==> src/rtl/starfield_layers_pkg.sv <==
// Shared definitions for the parallax star-field generator.
//   - default feedback taps and layer colours
//   - first vertical-blanking line number for 640x480
//   - ADVANCE step counter width
//   - FSM state encoding
package starfield_layers_pkg;

    localparam logic [15:0] SF_DEF_TAPS         = 16'b1000000001011;
    localparam logic [8:0]  SF_DEF_LAYER_COLORS = {3'b111, 3'b011, 3'b001};
    localparam int          SF_V_ACTIVE         = 480;

    // A 16-bit counter is enough because LAYERS*SPEED must stay below 36000.
    // That bound also keeps ADVANCE+LOAD inside one vertical blanking
    // interval (45 lines x 800 clocks).
    localparam int          SF_CNT_W            = 16;

    typedef enum logic [1:0] {
        SF_IDLE    = 2'd0,
        SF_ADVANCE = 2'd1,
        SF_LOAD    = 2'd2
    } sf_state_t;

endpackage

==> src/rtl/starfield_layers_lfsr.sv <==
// Fibonacci-style shift-left LFSR with synchronous load.
//   clk, reset (async, active low, restores INIT)
//   step       : advance one position
//   load       : replace value with load_value (wins over step)
//   load_value : value loaded when load=1
//   value      : current register contents
module starfield_lfsr #(
    parameter int                LFSR_W = 16,
    parameter logic [LFSR_W-1:0] TAPS   = LFSR_W'(16'h100B),
    parameter logic [LFSR_W-1:0] INIT   = LFSR_W'(1)
) (
    input  logic              clk,
    input  logic              reset,
    input  logic              step,
    input  logic              load,
    input  logic [LFSR_W-1:0] load_value,
    output logic [LFSR_W-1:0] value
);

    always_ff @(posedge clk or negedge reset) begin
        if (!reset) begin
            value <= INIT;
        end else if (load) begin
            value <= load_value;
        end else if (step) begin
            value <= {value[LFSR_W-2:0], ^(value & TAPS)};
        end
    end

endmodule

==> src/rtl/starfield_layers.sv <==
// Multi-layer parallax star-field generator for the 640x480 VGA pipeline.
//   clk, reset  : system clock, async active-low reset
//   hpos, vpos  : raster position from the vga timing block
//   display_on  : active-video flag
//   scroll_en   : 1 = seeds advance at the frame boundary, 0 = field frozen
//   rgb         : colour of the nearest star, 0 otherwise (one cycle latency)
//   star_on     : a star is drawn this pixel
//   layer_id    : winning layer index, 0 when no star
//
// Each layer has a seed LFSR (advanced between frames) and a pixel LFSR
// (reloaded from the seed every frame and stepped on every active pixel).
//
// state   | meaning
// --------+--------------------------------------------------------------
// IDLE    | drawing / waiting for the frame boundary
// ADVANCE | stepping seed l while cnt < (l+1)*SPEED
// LOAD    | one cycle: every pixel LFSR takes its seed
module starfield_layers
    import starfield_layers_pkg::*;
#(
    parameter int                    LAYERS       = 3,
    parameter int                    LFSR_W       = 16,
    parameter logic [LFSR_W-1:0]     TAPS         = LFSR_W'(SF_DEF_TAPS),
    parameter int                    DENSITY_BITS = 7,
    parameter int                    SPEED        = 1,
    parameter int                    V_ACTIVE     = SF_V_ACTIVE,
    parameter logic [3*LAYERS-1:0]   LAYER_COLORS = (3*LAYERS)'(SF_DEF_LAYER_COLORS)
) (
    input  logic       clk,
    input  logic       reset,
    input  logic [9:0] hpos,
    input  logic [9:0] vpos,
    input  logic       display_on,
    input  logic       scroll_en,
    output logic [2:0] rgb,
    output logic       star_on,
    output logic [1:0] layer_id
);

    localparam logic [SF_CNT_W-1:0] CNT_LAST = SF_CNT_W'(LAYERS*SPEED - 1);

    sf_state_t              state_q, state_d;
    logic [SF_CNT_W-1:0]    cnt_q, cnt_d;
    logic [LAYERS-1:0]      seed_step;
    logic                   pix_load;
    logic                   frame_bnd;

    logic [LFSR_W-1:0]      seed_val [LAYERS];
    logic [LFSR_W-1:0]      pix_val  [LAYERS];
    logic [LAYERS-1:0]      star;

    logic                   win_found;
    logic [1:0]             win_id;
    logic [2:0]             win_rgb;

    assign frame_bnd = !display_on && (hpos == 10'd0) && (vpos == 10'(V_ACTIVE));

    for (genvar l = 0; l < LAYERS; l++) begin : g_layer
        starfield_lfsr #(
            .LFSR_W (LFSR_W),
            .TAPS   (TAPS),
            .INIT   (LFSR_W'(l + 1))
        ) u_seed (
            .clk        (clk),
            .reset      (reset),
            .step       (seed_step[l]),
            .load       (1'b0),
            .load_value ('0),
            .value      (seed_val[l])
        );

        starfield_lfsr #(
            .LFSR_W (LFSR_W),
            .TAPS   (TAPS),
            .INIT   (LFSR_W'(l + 1))
        ) u_pix (
            .clk        (clk),
            .reset      (reset),
            .step       (display_on),
            .load       (pix_load),
            .load_value (seed_val[l]),
            .value      (pix_val[l])
        );

        // Star when the top DENSITY_BITS of the pre-step value are all ones.
        assign star[l] = &pix_val[l][LFSR_W-1 -: DENSITY_BITS];
    end

    always_ff @(posedge clk or negedge reset) begin
        if (!reset) begin
            state_q <= SF_IDLE;
            cnt_q   <= '0;
        end else begin
            state_q <= state_d;
            cnt_q   <= cnt_d;
        end
    end

    always_comb begin
        state_d   = state_q;
        cnt_d     = cnt_q;
        seed_step = '0;
        pix_load  = 1'b0;
        unique case (state_q)
            SF_IDLE: begin
                cnt_d = '0;
                if (frame_bnd) begin
                    state_d = scroll_en ? SF_ADVANCE : SF_LOAD;
                end
            end
            SF_ADVANCE: begin
                // Nearer layers stay enabled longer, so they scroll faster.
                for (int l = 0; l < LAYERS; l++) begin
                    seed_step[l] = (cnt_q < SF_CNT_W'((l + 1) * SPEED));
                end
                if (cnt_q == CNT_LAST) begin
                    state_d = SF_LOAD;
                    cnt_d   = '0;
                end else begin
                    cnt_d   = cnt_q + 1'b1;
                end
            end
            SF_LOAD: begin
                pix_load = 1'b1;
                state_d  = SF_IDLE;
            end
            default: begin
                state_d = SF_IDLE;
                cnt_d   = '0;
            end
        endcase
    end

    // Ascending scan: the highest-numbered (nearest) layer overrides.
    always_comb begin
        win_found = 1'b0;
        win_id    = 2'd0;
        win_rgb   = 3'b000;
        for (int l = 0; l < LAYERS; l++) begin
            if (star[l]) begin
                win_found = 1'b1;
                win_id    = 2'(l);
                win_rgb   = LAYER_COLORS[3*l +: 3];
            end
        end
    end

    always_ff @(posedge clk or negedge reset) begin
        if (!reset) begin
            rgb      <= 3'b000;
            star_on  <= 1'b0;
            layer_id <= 2'd0;
        end else if (display_on && win_found) begin
            rgb      <= win_rgb;
            star_on  <= 1'b1;
            layer_id <= win_id;
        end else begin
            rgb      <= 3'b000;
            star_on  <= 1'b0;
            layer_id <= 2'd0;
        end
    end

endmodule

==> config.mk <==
export PLATFORM = sky130hd
export DESIGN_NAME = starfield_layers
export DESIGN_NICKNAME = d
export VERILOG_FILES = /design/src/rtl/starfield_layers_pkg.sv /design/src/rtl/starfield_layers_lfsr.sv /design/src/rtl/starfield_layers.sv
export SDC_FILE = /design/constraint.sdc
export NUM_CORES = 1
export LEC_CHECK = 0
export ABC_AREA = 1
export BUFFER_PORTS_ARGS = -buffer_cell sky130_fd_sc_hd__buf_2
export CORE_MARGIN = 5
export CORE_UTILIZATION = 30
export CTS_BUF_LIST = sky130_fd_sc_hd__clkbuf_8
export DETAILED_ROUTE_END_ITERATION = 6
export HOLD_SLACK_MARGIN = 0.02
export SYNTH_ARGS = -nofsm -noshare
export SYNTH_HDL_FRONTEND = slang
export SYNTH_SLANG_ARGS = --single-unit
==> constraint.sdc <==
create_clock -name clk -period 3.2 [get_ports clk]
set_input_delay 0.16 -clock clk [delete_from_list [all_inputs] [get_ports clk]]
set_output_delay 0.16 -clock clk [all_outputs]
set_load 0.05 [all_outputs]
# == After elaboration in Yosys (flattened, before gate mapping) ==
# Index checks and enable logic that the tools add are counted.
# word_totals
ram_bits,0
regBits,120
output_inout_bits,6
inputBits,24
n_memories,0
romBits,0
latchBits,0
# op_classes
n_reduce_logical,17
n_shift,0
order_cmp,3
n_bitwise,0
n_mul,0
add_sub_neg,1
eq_ne,6
n_mux,25
div_mod_pow,0
# ops
op,count
$mux W16,7
$reduce_xor A16 Y1,6
$lt A16 B2 Y1 const B,2
$pmux W16 S2,1
$reduce_and A7 Y1,3
$add A16 B1 Y16 const B,1
$eq A16 B2 Y1 const B,1
$lt A16 B1 Y1 const B,1
$mux W3,4
$eq A10 B9 Y1 const B,1
$logic_not A10 Y1,1
$mux W2,5
$mux W1,7
$ne A2 B2 Y1 const B,2
$pmux W2 S2,1
$logic_and A1 B1 Y1,3
$eq A2 B1 Y1 const B,1
$eq A2 B2 Y1 const B,1
$logic_not A2 Y1,1
$reduce_and A2 Y1,1
$reduce_bool A2 Y1,1
$logic_not A1 Y1,1

# == Longest topological paths before layout ==
# Gate-level depths: netlist of the first run.
# logic_depth
ltp_word,6
ltp_mapped,9
ltp_nobuf,9

# == Cells and area by module ==
# Synthesis of the first run repeated with hierarchy kept, for this count alone.
# unflattened
hier_cells,826
area_unflattened_um2,6247.2
# modules_own_cells
module,seq_area_each_um2,instances,area_per_inst_um2,cells_each
starfield_lfsr at g_layer[0].u_pix ...,401.6,4,790.8,101
starfield_lfsr at g_layer[2].u_pix ...,402.9,2,792.0,101
starfield_layers,575.6,1,1500.2,220

# == Worst setup path before layout of the first run ==
# Ideal clock, no wire load.
# synth_path
path_type,reg-to-reg
startpoint,reg cnt_q[1]
endpoint,reg g_layer[2].u_seed.value[12]
arrival_ps,1264
synth_period_minus_slack_ps,1381
path_buffers,1
stages_incl_launch_ff,9
required_ps,3083
path_slack_ps,1819
setup_ps,117
cell_sequence,dfrtp_1 > ha_1 > inv_1 > nand2_1 > nor2_1 > nand3_4 > buf_6 > nand2_1 > o21ai_2
# synth_via
elab_chain_len,2
# synth_lines
element,line_no,source
from (decl),starfield_layers.sv:43,"logic [SF_CNT_W-1:0] cnt_q, cnt_d;"
from (signal assigned),starfield_layers.sv:95,cnt_q <= cnt_d;
$lt A16 B2 Y1,starfield_layers.sv:114,seed_step[l] = (cnt_q < SF_CNT_W'((l + 1) * SPEED));
$mux W3,starfield_layers.sv:104,unique case (state_q)
to (signal assigned),starfield_layers_lfsr.sv:24,value <= load_value;
to (signal assigned),starfield_layers_lfsr.sv:26,"value <= {value[LFSR_W-2:0], ^(value & TAPS)};"
to (decl),starfield_layers_lfsr.sv:17,output logic [LFSR_W-1:0] value
# No other way between the ends.
# A chain may end at the register's enable or synchronous reset.

# == Worst setup path after layout of the first run ==
# layout_path
startpoint,reg state_q[1]
endpoint,reg g_layer[0].u_pix.value[2]
# layout_via
elab_chain_len,3
# layout_lines
element,line_no,source
from (decl),starfield_layers.sv:42,"sf_state_t state_q, state_d;"
from (signal assigned),starfield_layers.sv:94,state_q <= state_d;
$eq A2 B2 Y1 *,starfield_layers.sv:104,
$mux W1 *,starfield_layers.sv:104,
$mux W16 / $reduce_bool A2 Y1 (equally long branches),-,
to (signal assigned),starfield_layers_lfsr.sv:24,
to (signal assigned),starfield_layers_lfsr.sv:26,
to (decl),starfield_layers_lfsr.sv:17,
# Mark *: on every way between the ends. The rest lies on a longest branch, timed or not.

==> results.md, run 1 <==
- Outcome: finished, final reports clean
- Kind of critical path: reg -> reg
- Post-synthesis cell count: between 600 and 700
- Place WS: about 1.0 ns
- Initial Utilization: 0.302
- Worst hold slack: between 0.1 and 0.15 ns
- GPL Wtd Cong: about 0.82
- YS warnings: 0
- Final Hold Fails: 0
- Minimum clock period: roughly 2.1 ns
- P&R area growth vs syn: 12.9%
- Final WS setup: 1.05 ns
- WL final: roughly 12000 um
- FF/Latch Area: 2990 sq um
- Residual DRC count: 0
- Syn nets: between 600 and 700
- Number of diodes: 0
- Clk_lat worst skew: roughly 0.44 ns
- Clock buffer count from CTS: 17
- Vias in the first global route: a little under 4000
- Fillers: 2035
- Grt ovf: 0
- Die area: between 20000 and 25000 sq um
- Most frequent CP cell: inv_2
- Leak pwr: between 2 and 3 nW
- CTS sink count: about 120
- Cell count after placement: approximately 920
- Core area: roughly 19000 sq um
- Fin util: 0.340
- Peak supply drop: 0.282 mV
- Post-synth EDFFs: 0
- Seq cells post-synth: roughly 120
- CP startpoint: state_q[1]$_DFFE_PN0P_
- Die extent in y: ~150 um
- Maxcap violations: 0
- HP Class: in -> reg
- Final antenna-violating net count: 0
- Post-synth ARST share: 1.00
- Pin count of the biggest net entering global routing: 60
- Clock buffer depth: 2
- CTS root buffer: clkbuf_8
- Worst R2R Start: state_q[1]$_DFFE_PN0P_
- Top cell family by delay on the critical path: buffers and inverters
- Die width: about 150 um
- Post-DP Area: between 6000 and 7000 sq um
- Routed length per instance: 12.1 um
- Via count: around 4200
- Final TNS setup: 0 ns
- Slew @ Worst Pin: 0.759 ns
- CP Capture Point: g_layer[0].u_pix.value[2]$_DFFE_PN0P_
- Power Dens Cells: around 580 nW/um^2
- Cell area after layout: 6560 sq um
- Layout cells sized above 1: 0.205
- First-pass GRT wire length: a little under 20000 um
- CP max stage delay: ~0.53 ns
- R2R setup slack: roughly 1.1 ns
- Worst slew margin: 0.494
- Starting DRT DRC Count: around 280
- Critical Path, Cell by Cell: inv_2 > nor2_2 > buf_4 > inv_2 > nand2_2 > inv_2 > nand2_1 > o211ai_1
- Fmax: between 0.4 and 0.5 GHz
- Buffers on Ports: 29
- Finished Layout Cells: between 900 and 1000
- Slowest CP cell: inv_2
- Placed wire-length estimate: 7960 um
- Primary FF master, synth: dfrtp_1
- Finish-stage setup viols: 0
- CP Max Fanout: 34
- Antenna violations before repair: 0
- DRT Pass-1 Iters: 5
- Arrival time worst endpoint: around 2.5 ns
- CP required: 3.55 ns
- Fin crit share: 0.672
- Site row count: 51
- Slew Limit Fails: 0
- All-Layer GR Usage: 0.110
- Post-synthesis cell type count: 33
- RSZ-0062 raised after global routing: false
- Worst-path clk slew: approximately 0.07 ns
- Post-Syn Area: a little under 6000 sq um
- Area of the multi-input gates: approximately 2300 sq um
- R2R depth: 8
- Worst path depth: 8
- Skew final: slightly below 0.01 ns
- Nets@finish: a little over 700
- Via-per-instance ratio: approximately 4.4
- RR Endpoint: g_layer[0].u_pix.value[2]$_DFFE_PN0P_
- Postcts setup bufs: 0
- Worst Path Buf+Inv: 4
- CP Launch Type: register
- Critical Path End Type: register
- Register area share after synthesis: 0.514
- # IOs: 30
- CTS tree: yes
- H-tree depth: 4
- Total Power: 3.79 mW
- Mean area per synthesized cell: roughly 9 sq um
-- layout make-up --
class / instances / share of cell area
clock inverters: 8 / 0.00877
well taps: 265 / 0.0505
inverters: 92 / 0.0526
multi-input cells: 411 / 0.349
repair buffers: 38 / 0.0336
flip-flops and latches: 119 / 0.455
clock buffers: 24 / 0.0504
-- registers in the layout, indices dropped and copies added (netlist names) --
signal / count
layer_id: 2
star_on: 1
g_layer.u_seed.value: 48
cnt_q: 16
g_layer.u_pix.value: 48
state_q: 2
rgb: 2
-- cell usage in the layout (no fill, tap or decap), types with 2 or more instances in the layout --
cell and instances:
dfstp_2 8, dfrtp_1 111, o21ai_1 5, inv_2 4, and2_1 2, a21oi_1 2
o21bai_1 3, nand2_1 177, nor2_2 4, nand2_2 12, nand3_4 3, xnor2_1 19
o21ai_2 45, nor3_1 2, o221ai_1 16, ha_1 3, nand3_1 30, clkbuf_8 24
o211ai_1 27, buf_2 28, buf_4 8, dlygate4sd3_1 2, nor2_1 34, o21ai_0 12
nand4_1 5, nor2_4 2, inv_1 94, o22ai_1 3
-- cells in the mapped netlist (all sizes together), types with 5 or more instances --
master,n,area share
dfrtp,111,0.48
nand2,189,0.13
nand3,34,0.037
inv,92,0.059
o21ai,62,0.082
xnor2,19,0.029
o221ai,16,0.024
o211ai,27,0.035
buf,24,0.032
dfstp,8,0.036
nand4,5,0.0054
nor2,40,0.030
-- tightest hold or removal path: cells and delay by family --
family / cells / cell delay, ns
buffers and inverters: 2 / 0.27
and+or+nand+nor: 1 / 0.08
-- worst min path at each step --
stage	from	end	slack, ns	depth (start not counted)
floorplan	reset	cnt_q[0]$_DFFE_PN0N_	-0.14	0
global placement	reset	g_layer[2].u_seed.value[11]$_DFFE_PN0P_	0.29	1
detailed placement	reset	g_layer[2].u_seed.value[3]$_DFFE_PN0P_	0.28	1
CTS	display_on	layer_id[1]$_DFF_PN0_	0.10	3
global route	display_on	layer_id[1]$_DFF_PN0_	0.09	3
finish	display_on	layer_id[1]$_DFF_PN0_	0.13	3
-- metal layers --
layer | up-vias | share of wire | GRT usage
met5 | - | 0 | 0
met4 | 0 | 0.0091 | 0.0330
met3 | 10 | 0.024 | 0.0380
met2 | 45 | 0.48 | 0.171
met1 | 2002 | 0.49 | 0.146
li1 | 2146 | - | -
-- cell families (layout without fill, tap and decap cells) --
logic type / count (synthesis) / in the layout / synth area share
AOI/OAI and AO/OA: 114 / 114 / 0.151
xor gates and xnor gates: 20 / 20 / 0.0301
adders and majority gates: 3 / 3 / 0.00646
buffers and inverters: 118 / 162 / 0.0926
DFF: 119 / 119 / 0.514
and+or+nand+nor: 274 / 274 / 0.205
-- where the power goes --
| group | total (mW) | leakage, nW | switching (mW) | internal (mW) |
|---|---|---|---|---|
| combinational | 0.818 | 1.01 | 0.619 | 0.199 |
| sequential | 1.67 | 1.62 | 0.0760 | 1.59 |
| clock | 1.31 | 0.223 | 0.565 | 0.742 |
| total | 3.79 | 2.86 | 1.26 | 2.53 |
-- what timing repair did --
action                                 CTS  global route
endpoints found under the hold margin   51             0
hold buffers                             2             0
resized for setup                        0             0
No activity file was read; power rests on OpenSTA's default activity.
==> run 2: changes to the inputs <==
- clock period: 3.2 -> 1.75 ns (I/O delays scaled with it)
==> run 2 against run 1 <==
Final area up 2.9%. Power up 100%. Clock power up 110%. Worst hold slack worse by 0.036 ns. Sequential share of layout area down 1.3 points. Combinational power up 120%. First-iteration DRC count down 32%.
==> results.md, run 2 (same netlist as run 1, synthesis figures left out) <==
- Final TNS setup: 0 ns
- Placed wire-length estimate: around 7800 um
- First-pass GRT wire length: between 20000 and 25000 um
- Outcome: finished, final reports clean
- Worst slew margin: 0.583
- Buffers on Ports: 29
- Clock buffer count from CTS: 17
- Finish-stage setup viols: 0
- Routed length per instance: ~12 um
- Die extent in y: 149 um
- RSZ-0062 raised after global routing: false
- Post-DP Area: about 6300 sq um
- Clk_lat worst skew: between 0.4 and 0.5 ns
- Worst R2R Start: cnt_q[1]$_DFFE_PN0N_
- Nets@finish: 714
- Most frequent CP cell: nand2_1
- Fin util: 0.350
- RR Endpoint: cnt_q[6]$_DFFE_PN0N_
- # IOs: 30
- Pin count of the biggest net entering global routing: slightly above 40
- CTS tree: yes
- Die width: 149 um
- CP Launch Type: register
- Commonest non-fill, non-tap cells in the layout: nand2_1, dfrtp_1, inv_1
- Clock buffer depth: 2
- Residual DRC count: 0
- Via-per-instance ratio: around 4.4
- Fmax: roughly 0.65 GHz
- All-Layer GR Usage: 0.117
- CP required: roughly 2 ns
- Cell area after layout: ~6800 sq um
- R2R depth: 8
- CTS root buffer: clkbuf_8
- Site row count: just over 50
- Critical Path, Cell by Cell: ha_1 > nand2_1 > inv_1 > nand2_1 > nor2_1 > nand2_1 > nand3_1 > o21ai_0
- Core area: 19300 sq um
- Postcts setup bufs: 0
- Final Hold Fails: 0
- Kind of critical path: reg -> reg
- Die area: between 20000 and 25000 sq um
- Worst-path clk slew: 0.07 ns
- Slew @ Worst Pin: between 0.6 and 0.7 ns
- GPL Wtd Cong: between 0.7 and 0.8
- Layout cells sized above 1: 0.219
- Peak supply drop: 0.919 mV
- Maxcap violations: 0
- Vias in the first global route: 4394
- CP Capture Point: cnt_q[6]$_DFFE_PN0N_
- Starting DRT DRC Count: 187
- Power Dens Cells: about 1100 nW/um^2
- CP startpoint: cnt_q[1]$_DFFE_PN0N_
- CTS sink count: between 100 and 150
- Number of diodes: 0
- Fin crit share: 0.882
- Minimum clock period: approximately 1.5 ns
- Via count: ~4300
- Worst path depth: 8
- Top cell family by delay on the critical path: simple AND/OR/NAND/NOR gates
- R2R setup slack: ~0.21 ns
- Post-CTS sizing: 0
- Slew Limit Fails: 0
- Antenna violations before repair: 0
- Slowest CP cell: dfrtp_1
- Worst Path Buf+Inv: 1
- CP max stage delay: roughly 0.40 ns
- P&R area growth vs syn: 16.2%
- Leak pwr: a little under 3 nW
- Critical Path End Type: register
- HP Class: in -> reg
- H-tree depth: 4
- CP Max Fanout: 5
- WL final: around 12000 um
- Commonest non-fill, non-tap cell in the layout: nand2_1
- Arrival time worst endpoint: between 1.5 and 2 ns
- Biggest regs: g_layer.u_pix.value: 48 flops, g_layer.u_seed.value: 48 flops, cnt_q: 16 flops
- Final antenna-violating net count: 0
- Skew final: 0.0103 ns
- Initial Utilization: 0.302
- Grt ovf: 0
- DRT Pass-1 Iters: 5
-- run 2: cell count changes in the layout (fill, tap and decap cells not counted), sizes merged --
| cell | before | now |
|---|---|---|
| bufinv | 1 | 4 |
| dlygate4sd3 | 2 | 3 |
| inv | 98 | 94 |
| buf | 36 | 43 |
| clkbuf | 24 | 21 |
| clkinv | 1 | 5 |
-- run 2: worst register-to-register path, delay by kind of cell (launching register included) --
kind            cells  cell delay, ns
buf+inv             1            0.07
simple gates        5            0.66
flops               1            0.40
compound gates      1            0.08
fa+ha+maj           1            0.22
-- run 2: where the power goes --
group,switching [mW],total [mW],internal [mW]
clock network,1.09,2.77,1.68
logic,1.21,1.76,0.553
registers,0.134,3.05,2.91
total,2.43,7.58,5.15
-- run 2: layout make-up --
cell class | count | area [sq um]
Fill cell | 2035 | 12500
Sequential cell | 119 | 2990
Multi-Input combinational cell | 411 | 2290
Timing Repair Buffer | 46 | 358
Inverter | 92 | 345
Tap cell | 265 | 332
Clock buffer | 21 | 289
Clock inverter | 11 | 153
-- run 2: per-layer routing --
metal | vias up | global-route usage | part of all wire
met3 | 2 | 0.0313 | 0.041
li1 | 2161 | - | -
met4 | 0 | 0.0398 | 0.0047
met1 | 2031 | 0.151 | 0.46
met5 | - | 0 | 0
met2 | 58 | 0.190 | 0.49
-- run 2: worst min path at each step --
stage,from,end,slack (ns),cells past startpoint
2_1_floorplan,reset,cnt_q[0]$_DFFE_PN0N_,-0.21,0
3_3_place_gp,reset,g_layer[2].u_seed.value[3]$_DFFE_PN0P_,0.04,1
3_5_place_dp,reset,g_layer[2].u_seed.value[3]$_DFFE_PN0P_,0.04,1
4_1_cts,hpos[6],state_q[1]$_DFFE_PN0P_,0.07,8
5_1_grt,vpos[4],state_q[1]$_DFFE_PN0P_,0.14,8
6_report,hpos[6],state_q[1]$_DFFE_PN0P_,0.09,8
-- run 2: stage by stage --
step / hold slack, ns / setup slack (ns) / power, mW / cells
2_1_floorplan: -0.208 / 0.369 / 4.49 / 648
3_3_place_gp: 0.0428 / 0.191 / 4.86 / 930
3_5_place_dp: 0.0447 / 0.208 / 4.88 / 930
4_1_cts: 0.0713 / 0.205 / 7.70 / 965
5_1_grt: 0.143 / 0.0297 / 8.04 / 965
6_report: 0.0934 / 0.207 / 7.58 / 965
-- run 2: timing repair --
item | CTS | global route
endpoints found under the hold margin | 116 | 0
hold buffers | 3 | 0
endpoints found under the setup margin | 0 | 0
